[config.mk]
export PLATFORM = sky130hd
export DESIGN_NAME = led_matrix_frame_ctrl_flat
export DESIGN_NICKNAME = d
export VERILOG_FILES = /design/src/rtl/led_matrix_frame_ctrl_if.sv /design/src/rtl/led_matrix_frame_ctrl.sv /design/src/flat_wrapper.sv
export SDC_FILE = /design/constraint.sdc
export NUM_CORES = 1
export LEC_CHECK = 0
export BUFFER_PORTS_ARGS = -buffer_cell sky130_fd_sc_hd__buf_4
export CORE_MARGIN = 2
export CORE_UTILIZATION = 35
export DETAILED_ROUTE_END_ITERATION = 7
export GPL_TIMING_DRIVEN = 0
export HOLD_SLACK_MARGIN = 0.15
export PLACE_DENSITY = 0.67
export SLEW_MARGIN = 20
export SYNTH_ARGS = -nofsm -noshare
export SYNTH_HDL_FRONTEND = slang
export SYNTH_HIERARCHICAL = 1
export SYNTH_SLANG_ARGS = --single-unit
export TNS_END_PERCENT = 1
[constraint.sdc]
create_clock -name clock -period 1.8 [get_ports clock]
set_input_delay 0.18 -clock clock [delete_from_list [all_inputs] [get_ports clock]]
set_output_delay 0.18 -clock clock [all_outputs]
set_load 0.005 [all_outputs]
[src/rtl/led_matrix_frame_ctrl_if.sv]
// Host-side register bus of the LED matrix frame controller: row writes,
// swap request/pending handshake and the PWM brightness setting.
interface led_matrix_frame_ctrl_if #(
   parameter int PWM_BITS = 4
);
   logic                wr_en;
   logic [2:0]          wr_row;
   logic [7:0]          wr_data;
   logic                swap_req;
   logic [PWM_BITS-1:0] brightness;
   logic                swap_pending;

   modport master (
      output wr_en, wr_row, wr_data, swap_req, brightness,
      input  swap_pending
   );

   modport slave (
      input  wr_en, wr_row, wr_data, swap_req, brightness,
      output swap_pending
   );
endinterface

[src/rtl/led_matrix_frame_ctrl.sv]
// Double-buffered 8x8 frame store with frame-aligned swap and frame-granular
// PWM output enable for the row/column scan driver.

// One matrix row: host-written back byte plus the displayed front byte.
module led_matrix_row_cell (
   input  logic       clock,
   input  logic       reset,
   input  logic       wr_sel,
   input  logic [7:0] wr_data,
   input  logic       swap,
   output logic [7:0] front_row
);
   logic [7:0] back_q, back_d;
   logic [7:0] front_q, front_d;

   // The copy takes the pre-edge back byte, so a same-edge write lands only in back.
   always_comb begin
      back_d  = wr_sel ? wr_data : back_q;
      front_d = swap ? back_q : front_q;
   end

   always_ff @(posedge clock or posedge reset) begin
      if (reset) begin
         back_q  <= '0;
         front_q <= '0;
      end else begin
         back_q  <= back_d;
         front_q <= front_d;
      end
   end

   assign front_row = front_q;
endmodule

module led_matrix_frame_ctrl #(
   parameter int PWM_BITS = 4
) (
   input  logic                    clock,
   input  logic                    reset,
   led_matrix_frame_ctrl_if.slave  hif,
   output logic                    frame_start,
   output logic [63:0]             disp_data,
   output logic                    disp_oe
);
   localparam int NUM_ROWS = 8;
   localparam int ROW_W    = 8;

   logic [2:0]          phase_q, phase_d;
   logic                pend_q, pend_d;
   logic [PWM_BITS-1:0] fcnt_q, fcnt_d;
   logic [PWM_BITS-1:0] bright_q, bright_d;
   logic                oe_q, oe_d;
   logic                fs_q, fs_d;
   logic                boundary;
   logic                swap_now;

   logic [NUM_ROWS-1:0]            wr_sel;
   logic [NUM_ROWS-1:0][ROW_W-1:0] front_rows;

   assign boundary = (phase_q == 3'd7);
   assign swap_now = boundary && pend_q;

   for (genvar r = 0; r < NUM_ROWS; r++) begin : g_row
      assign wr_sel[r] = hif.wr_en && (hif.wr_row == 3'(r));

      led_matrix_row_cell u_row (
         .clock     (clock),
         .reset     (reset),
         .wr_sel    (wr_sel[r]),
         .wr_data   (hif.wr_data),
         .swap      (swap_now),
         .front_row (front_rows[r])
      );
   end

   always_comb begin
      phase_d  = phase_q + 3'd1;
      fs_d     = (phase_d == 3'd0);
      pend_d   = pend_q;
      fcnt_d   = fcnt_q;
      bright_d = bright_q;
      oe_d     = oe_q;

      // A boundary with a pending swap retires it even if swap_req is high again.
      if (swap_now)
         pend_d = 1'b0;
      else if (hif.swap_req)
         pend_d = 1'b1;

      if (boundary) begin
         fcnt_d = fcnt_q + 1'b1;
         if (fcnt_d == '0)
            bright_d = hif.brightness;
         // Post-edge values so a newly latched brightness rules frame 0 of its period.
         oe_d = (fcnt_d < bright_d);
      end
   end

   always_ff @(posedge clock or posedge reset) begin
      if (reset) begin
         phase_q  <= 3'd0;
         pend_q   <= 1'b0;
         fcnt_q   <= '0;
         bright_q <= '0;
         oe_q     <= 1'b0;
         fs_q     <= 1'b1;
      end else begin
         phase_q  <= phase_d;
         pend_q   <= pend_d;
         fcnt_q   <= fcnt_d;
         bright_q <= bright_d;
         oe_q     <= oe_d;
         fs_q     <= fs_d;
      end
   end

   assign hif.swap_pending = pend_q;
   assign frame_start      = fs_q;
   assign disp_data        = front_rows;
   assign disp_oe          = oe_q;
endmodule

[src/flat_wrapper.sv]
// flat-port wrapper written by rule: the top's interface ports become plain ports
module led_matrix_frame_ctrl_flat 
#(
   parameter int PWM_BITS = 4
)
  (clock, reset, frame_start, disp_data, disp_oe, hif_wr_en, hif_wr_row, hif_wr_data, hif_swap_req, hif_brightness, hif_swap_pending);
  led_matrix_frame_ctrl_if #(.PWM_BITS(PWM_BITS)) hif_i ();
  input  logic clock;
  input  logic reset;
  output logic frame_start;
  output logic [63:0] disp_data;
  output logic disp_oe;
  input wire logic [$bits(hif_i.wr_en)-1:0] hif_wr_en;
  input wire logic [$bits(hif_i.wr_row)-1:0] hif_wr_row;
  input wire logic [$bits(hif_i.wr_data)-1:0] hif_wr_data;
  input wire logic [$bits(hif_i.swap_req)-1:0] hif_swap_req;
  input wire logic [$bits(hif_i.brightness)-1:0] hif_brightness;
  output wire logic [$bits(hif_i.swap_pending)-1:0] hif_swap_pending;
  assign hif_i.wr_en = hif_wr_en;
  assign hif_i.wr_row = hif_wr_row;
  assign hif_i.wr_data = hif_wr_data;
  assign hif_i.swap_req = hif_swap_req;
  assign hif_i.brightness = hif_brightness;
  assign hif_swap_pending = hif_i.swap_pending;
  led_matrix_frame_ctrl #(.PWM_BITS(PWM_BITS)) u_core (.clock(clock), .reset(reset), .hif(hif_i), .frame_start(frame_start), .disp_data(disp_data), .disp_oe(disp_oe));
endmodule
Word level (Yosys, flattened, before mapping). Index checks and enable logic that the tools add are counted.

Add/sub/neg operators: 2. Magnitude comparators: 1. Eq/ne operators: 8. Muxes and demuxes: 4. Reductions and logical operators: 13.

Operators with widths (count): $eq A3 B3 Y1 const B (5); $logic_and A1 B1 Y1 (9); $mux W4 (2); $eq A3 B2 Y1 const B (2); $logic_not A3 Y1 (2); $add A4 B1 Y4 const B (1); $logic_not A4 Y1 (1); $lt A4 B4 Y1 (1); $add A3 B1 Y3 const B (1); $eq A3 B1 Y1 const B (1); $mux W1 (2); $reduce_bool A2 Y1 (1).

Register bits: 142. Input port bits: 19. Output and inout bits: 67.

Depth between registers and ports, before layout.
Depth after elaboration: 5. Mapped depth: 9.

Hierarchy. The synthesis kept the hierarchy.

By module, submodules not included: led_matrix_row_cell (instances 8, cells an instance 35, area each 666.9 um2, sequential area each 400.4 um2); led_matrix_frame_ctrl (instances 1, cells an instance 74, area each 824.5 um2, sequential area each 351.6 um2).

Worst setup path after synthesis. OpenSTA, ideal clock, no wires.

Path type: register to register. From: reg u_core.fcnt_q[0]. To: reg u_core.oe_q (netlist: u_core/disp_oe). Setup time: 0.133 ns. Arrival time: 1.850 ns. Required time: 1.667 ns. Slack: -0.183 ns. Cell stages (with the launch flop): 10. Period minus slack after synthesis: 1.983 ns. Path through: dfrtp_1 ha_1 nand2_1 a21oi_4 mux2i_1 ha_1 nand2_1 a31oi_1 nand4bb_1 o211ai_1.

Longest elaborated chain between the ends: 5.

RTL lines: start, declared (RTL line led_matrix_frame_ctrl.sv:50) `logic [PWM_BITS-1:0] fcnt_q, fcnt_d;`; start signal, assigned (RTL line led_matrix_frame_ctrl.sv:110) `fcnt_q <= fcnt_d;`; $add A4 B1 Y4 * (RTL line led_matrix_frame_ctrl.sv:91) `fcnt_d = fcnt_q + 1'b1;`; $logic_not A4 Y1 (RTL line led_matrix_frame_ctrl.sv:92) `if (fcnt_d == '0)`; $mux W4 (RTL line led_matrix_frame_ctrl.sv:92); $mux W4 (RTL line led_matrix_frame_ctrl.sv:90) `if (boundary) begin`; $lt A4 B4 Y1 * (RTL line led_matrix_frame_ctrl.sv:95) `oe_d = (fcnt_d < bright_d);`; end signal, assigned (RTL line led_matrix_frame_ctrl.sv:105) `oe_q <= 1'b0;`; end signal, assigned (RTL line led_matrix_frame_ctrl.sv:112) `oe_q <= oe_d;`; end, declared (RTL line led_matrix_frame_ctrl.sv:52) `logic oe_q, oe_d;`.

Mark *: on every way between the ends. The rest lies on a longest branch, timed or not. The select of a mux whose other input is x is not followed. A chain may end at the register's enable or synchronous reset.

Worst setup path after layout.
From: reg u_core.fcnt_q[1]. To: reg u_core.oe_q (netlist: u_core/disp_oe).

Same word-level chain as after synthesis.

==> results.tsv <==
stage	metric	value	unit
setup_path	crit_arrival	2.26	ns
setup_path	crit_fanout	4	
hold_path	hold_start	hif_wr_data[2]	
grt	use_met2	0.231	
grt	grt_remaining_overflow	0	
pwr	p_leak	0.00373	uW
sta	setup_ws	-0.129	ns
grt	grt_max_degree	17	
status	run_status	complete, but fails checks	
routing	drc	0	
routing	dr.pass1.iters	4	
grt	antenna_found_initial	0	
hold_path	holdPathStages	2	
grt	grt_usage	0.148	
status	violations	setup timing	
setup_path	worstSetupStartpointType	flop	
clock_tree	cts-buffers-inserted	17	
layout	syn_to_final_growth	28.0	%
sta	slew_headroom	0.596	
flow_run	drv_cap	0	
clock_tree	cts_max_path_buffers	2	
logic_synthesis	synthCells	354	
clock_tree	clkTransAtPathRegs	0.06	ns
sta	fin_skew	0.00617	ns
place	portBuffers	85	
logic_synthesis	syn_area	6160	um2
layout	final_util	0.458	
setup_path	cp-end-kind	flop	
setup_path	critPathKind	reg2reg	
setup_path	r2r-end	u_core/disp_oe$_DFFE_PP0N_	
place	dp_hpwl	8620	um
floorplanning	coreArea	17200	um2
logic_synthesis	syn_nets	380	
logic_synthesis	synth_seq_cells	142	
sta	max_slew.worst_pin.slew	0.605	ns
grt	first_global_vias	3547	
clock_tree	clock_sinks	142	
setup_path	cp.required	2.13	ns
setup_path	r2r_cells	8	
floorplanning	die_h	137	um
routing	via_count	3204	
grt	met3_usage	0.0441	
hold_path	worstHoldPathType	in2reg	
grt	use_met1	0.196	
sta	fmax	518	MHz
floorplanning	chipWidth	137	um
layout	drive_above_1_share	0.566	
pwr	ir_drop	0.600	mV
layout	layout.nets	508	
logic_synthesis	syn_avg_cell_area	17.4	um2
grt	grt_pass1_wl	20300	um
logic_synthesis	yosys_warnings	6	
floorplanning	placementRows	48	
clock_tree	htree_num_levels	4	
floorplanning	io_pins	86	
pwr	powerDensity	1170	nW/um2
sta	hold_viol_final	0	
place	routabilityCongestion	0.759	
grt	busiest_layer	met2	
layout	diodes	0	
sta	rsz0062_at_grt	yes	
sta	setup_viol	1	
logic_synthesis	ys_types	28	
clock_tree	cts_tree	done	
routing	wire_per_inst	17.9	um
setup_path	r2r-start	u_core/fcnt_q[1]$_DFFE_PP0N_	
logic_synthesis	ys_seq_area_frac	0.577	
setup_path	regToRegSetupSlack	-0.13	ns
place	place_ws	-0.366	ns
hold_path	hold_end	u_core/g_row[6].u_row/back_q[2]$_DFFE_PP0P_	
routing	ant_nets	0	
routing	postRouteWirelength	12900	um
clock_tree	insertion_delay	0.42	ns
sta	maxSlewViolCount	0	
sta	finalCritPeriodShare	1.07	
routing	viasPerCell	4.45	
floorplanning	start_util	0.357	
floorplanning	die_area	18700	um2
sta	min_period	1.93	ns
routing	first_iter_violations	149	
clock_tree	cts_root_buffer	clkbuf_16	
[report_power, final]
| group | internal [uW] | switching (uW) | total, uW |
|---|---|---|---|
| clock | 2000 | 1230 | 3230 |
| combinational | 1250 | 478 | 1730 |
| sequential | 3840 | 415 | 4260 |
[stage by stage]
step | power [uW] | instances | hold WS [ns] | setup TNS (ns) | area (um2)
4_1_cts | 9340 | 718 | 0.151 | -0.120 | 7870
3_3_place_gp | 5970 | 664 | 0.347 | -20.26 | 7090
3_5_place_dp | 6030 | 664 | 0.355 | -22.74 | 7090
2_1_floorplan | 5200 | 354 | 0.0684 | -0.0621 | 6170
5_1_grt | 9660 | 720 | 0.156 | -1.78 | 7890
6_report | 9210 | 720 | 0.168 | -0.129 | 7890
[flip-flops by register name, summed over array words and instances, names as in the netlist]
signal,flops
u_core/g_row.u_row/back_q,64
u_core/g_row.u_row/front_row,64
u_core/bright_q,4
u_core/fcnt_q,4
u_core/phase_q,3
u_core/disp_oe,1
u_core/frame_start,1
u_core/hif.swap_pending,1
[cells by family (layout without fill, tap and decap cells)]
kind of cell,Yosys count,after routing,synth area share
and+or+nand+nor,27,27,0.0248
DFF,142,142,0.577
adders and majority gates,7,7,0.0142
muxes,137,137,0.328
xor gates and xnor gates,5,5,0.00711
buffers and inverters,30,171,0.0380
AOI/OAI and AO/OA,6,6,0.0112
[cells in the mapped netlist]
master,count,area [um2]
xor2_1,2,17.5
nand2b_1,3,18.8
mux2_2,1,11.3
o211ai_1,2,15.0
nand4_1,1,6.26
ha_1,7,87.6
xnor2_1,3,26.3
nand3_1,2,10.0
nor2b_1,3,18.8
clkbuf_1,1,3.75
nor3_1,2,10.0
nor2_1,7,26.3
buf_2,1,5.00
buf_6,16,180
a21oi_4,2,32.5
inv_1,12,45.0
nand4b_1,1,8.76
mux2i_1,4,40.0
nand2_1,5,18.8
mux2_4,128,1920
a21o_4,1,15.0
nand3_4,1,17.5
mux2_1,4,45.0
nand4bb_1,1,11.3
dfrtp_1,141,3530
dfstp_2,1,26.3
and2_1,1,6.26
a31oi_1,1,6.26
[repair_timing]
action                                  4_1_cts  5_1_grt
endpoints found under the setup margin       65       65
gates cloned                                  0        0
hold buffers                                 12        1
hold endpoints to repair                    188        1
buffers inserted                             11        1
pin swaps                                     8        7
gates resized for setup                       5        0
[critical path, stage by stage (launching register included)]
cell and delay (ns):
dfrtp_2 0.45, a21o_4 0.24, a21oi_4 0.20, mux2i_1 0.22
ha_1 0.26, nand2_1 0.08, a31oi_2 0.10, nand4bb_1 0.20
o211ai_1 0.09
[cell type report]
type                    count  area (um2)
fillers                  1535        9350
flip-flops and latches    142        3560
multi-input cells         182        2390
repair buffers            110         875
clock buffers              25         485
well taps                 225         282
plain buffers              17         188
clock inverters             7        62.6
inverters                  12        45.0
[worst max path at each step]
stage / from / endpoint / slack, ns / cells after the start
finish: u_core/fcnt_q[1]$_DFFE_PP0N_ / u_core/disp_oe$_DFFE_PP0N_ / -0.13 / 8
CTS: u_core/fcnt_q[0]$_DFFE_PP0N_ / u_core/disp_oe$_DFFE_PP0N_ / -0.12 / 8
global route: u_core/fcnt_q[1]$_DFFE_PP0N_ / u_core/disp_oe$_DFFE_PP0N_ / -0.30 / 8
detailed placement: u_core/phase_q[0]$_DFF_PP0_ / u_core/g_row[6].u_row/front_row[4]$_DFFE_PP0P_ / -0.37 / 6
global placement: u_core/phase_q[0]$_DFF_PP0_ / u_core/g_row[1].u_row/front_row[7]$_DFFE_PP0P_ / -0.32 / 6
floorplan: u_core/fcnt_q[1]$_DFFE_PP0N_ / u_core/disp_oe$_DFFE_PP0N_ / -0.06 / 8
[placed cells by master (no fill, tap or decap), types with 3 or more instances in the layout]
master	Yosys	routed
dlygate4sd3_1	0	13
mux2_4	128	128
xnor2_1	3	3
clkbuf_8	0	3
buf_6	16	17
inv_1	12	12
buf_4	0	96
nor2_1	7	7
nand2b_1	3	3
ha_1	7	6
mux2_1	4	4
nor2b_1	3	3
clkbuf_1	1	5
mux2i_1	4	4
nand2_1	5	5
clkbuf_16	0	17
dfrtp_1	141	139
clkinv_2	0	5
[metal layers]
layer | vias to the layer above | part of all wire
li1 | 1479 | -
met1 | 1647 | 0.46
met2 | 66 | 0.48
met3 | 12 | 0.046
met4 | 0 | 0.013
met5 | - | 0
Power figures use the tool's default switching activity.
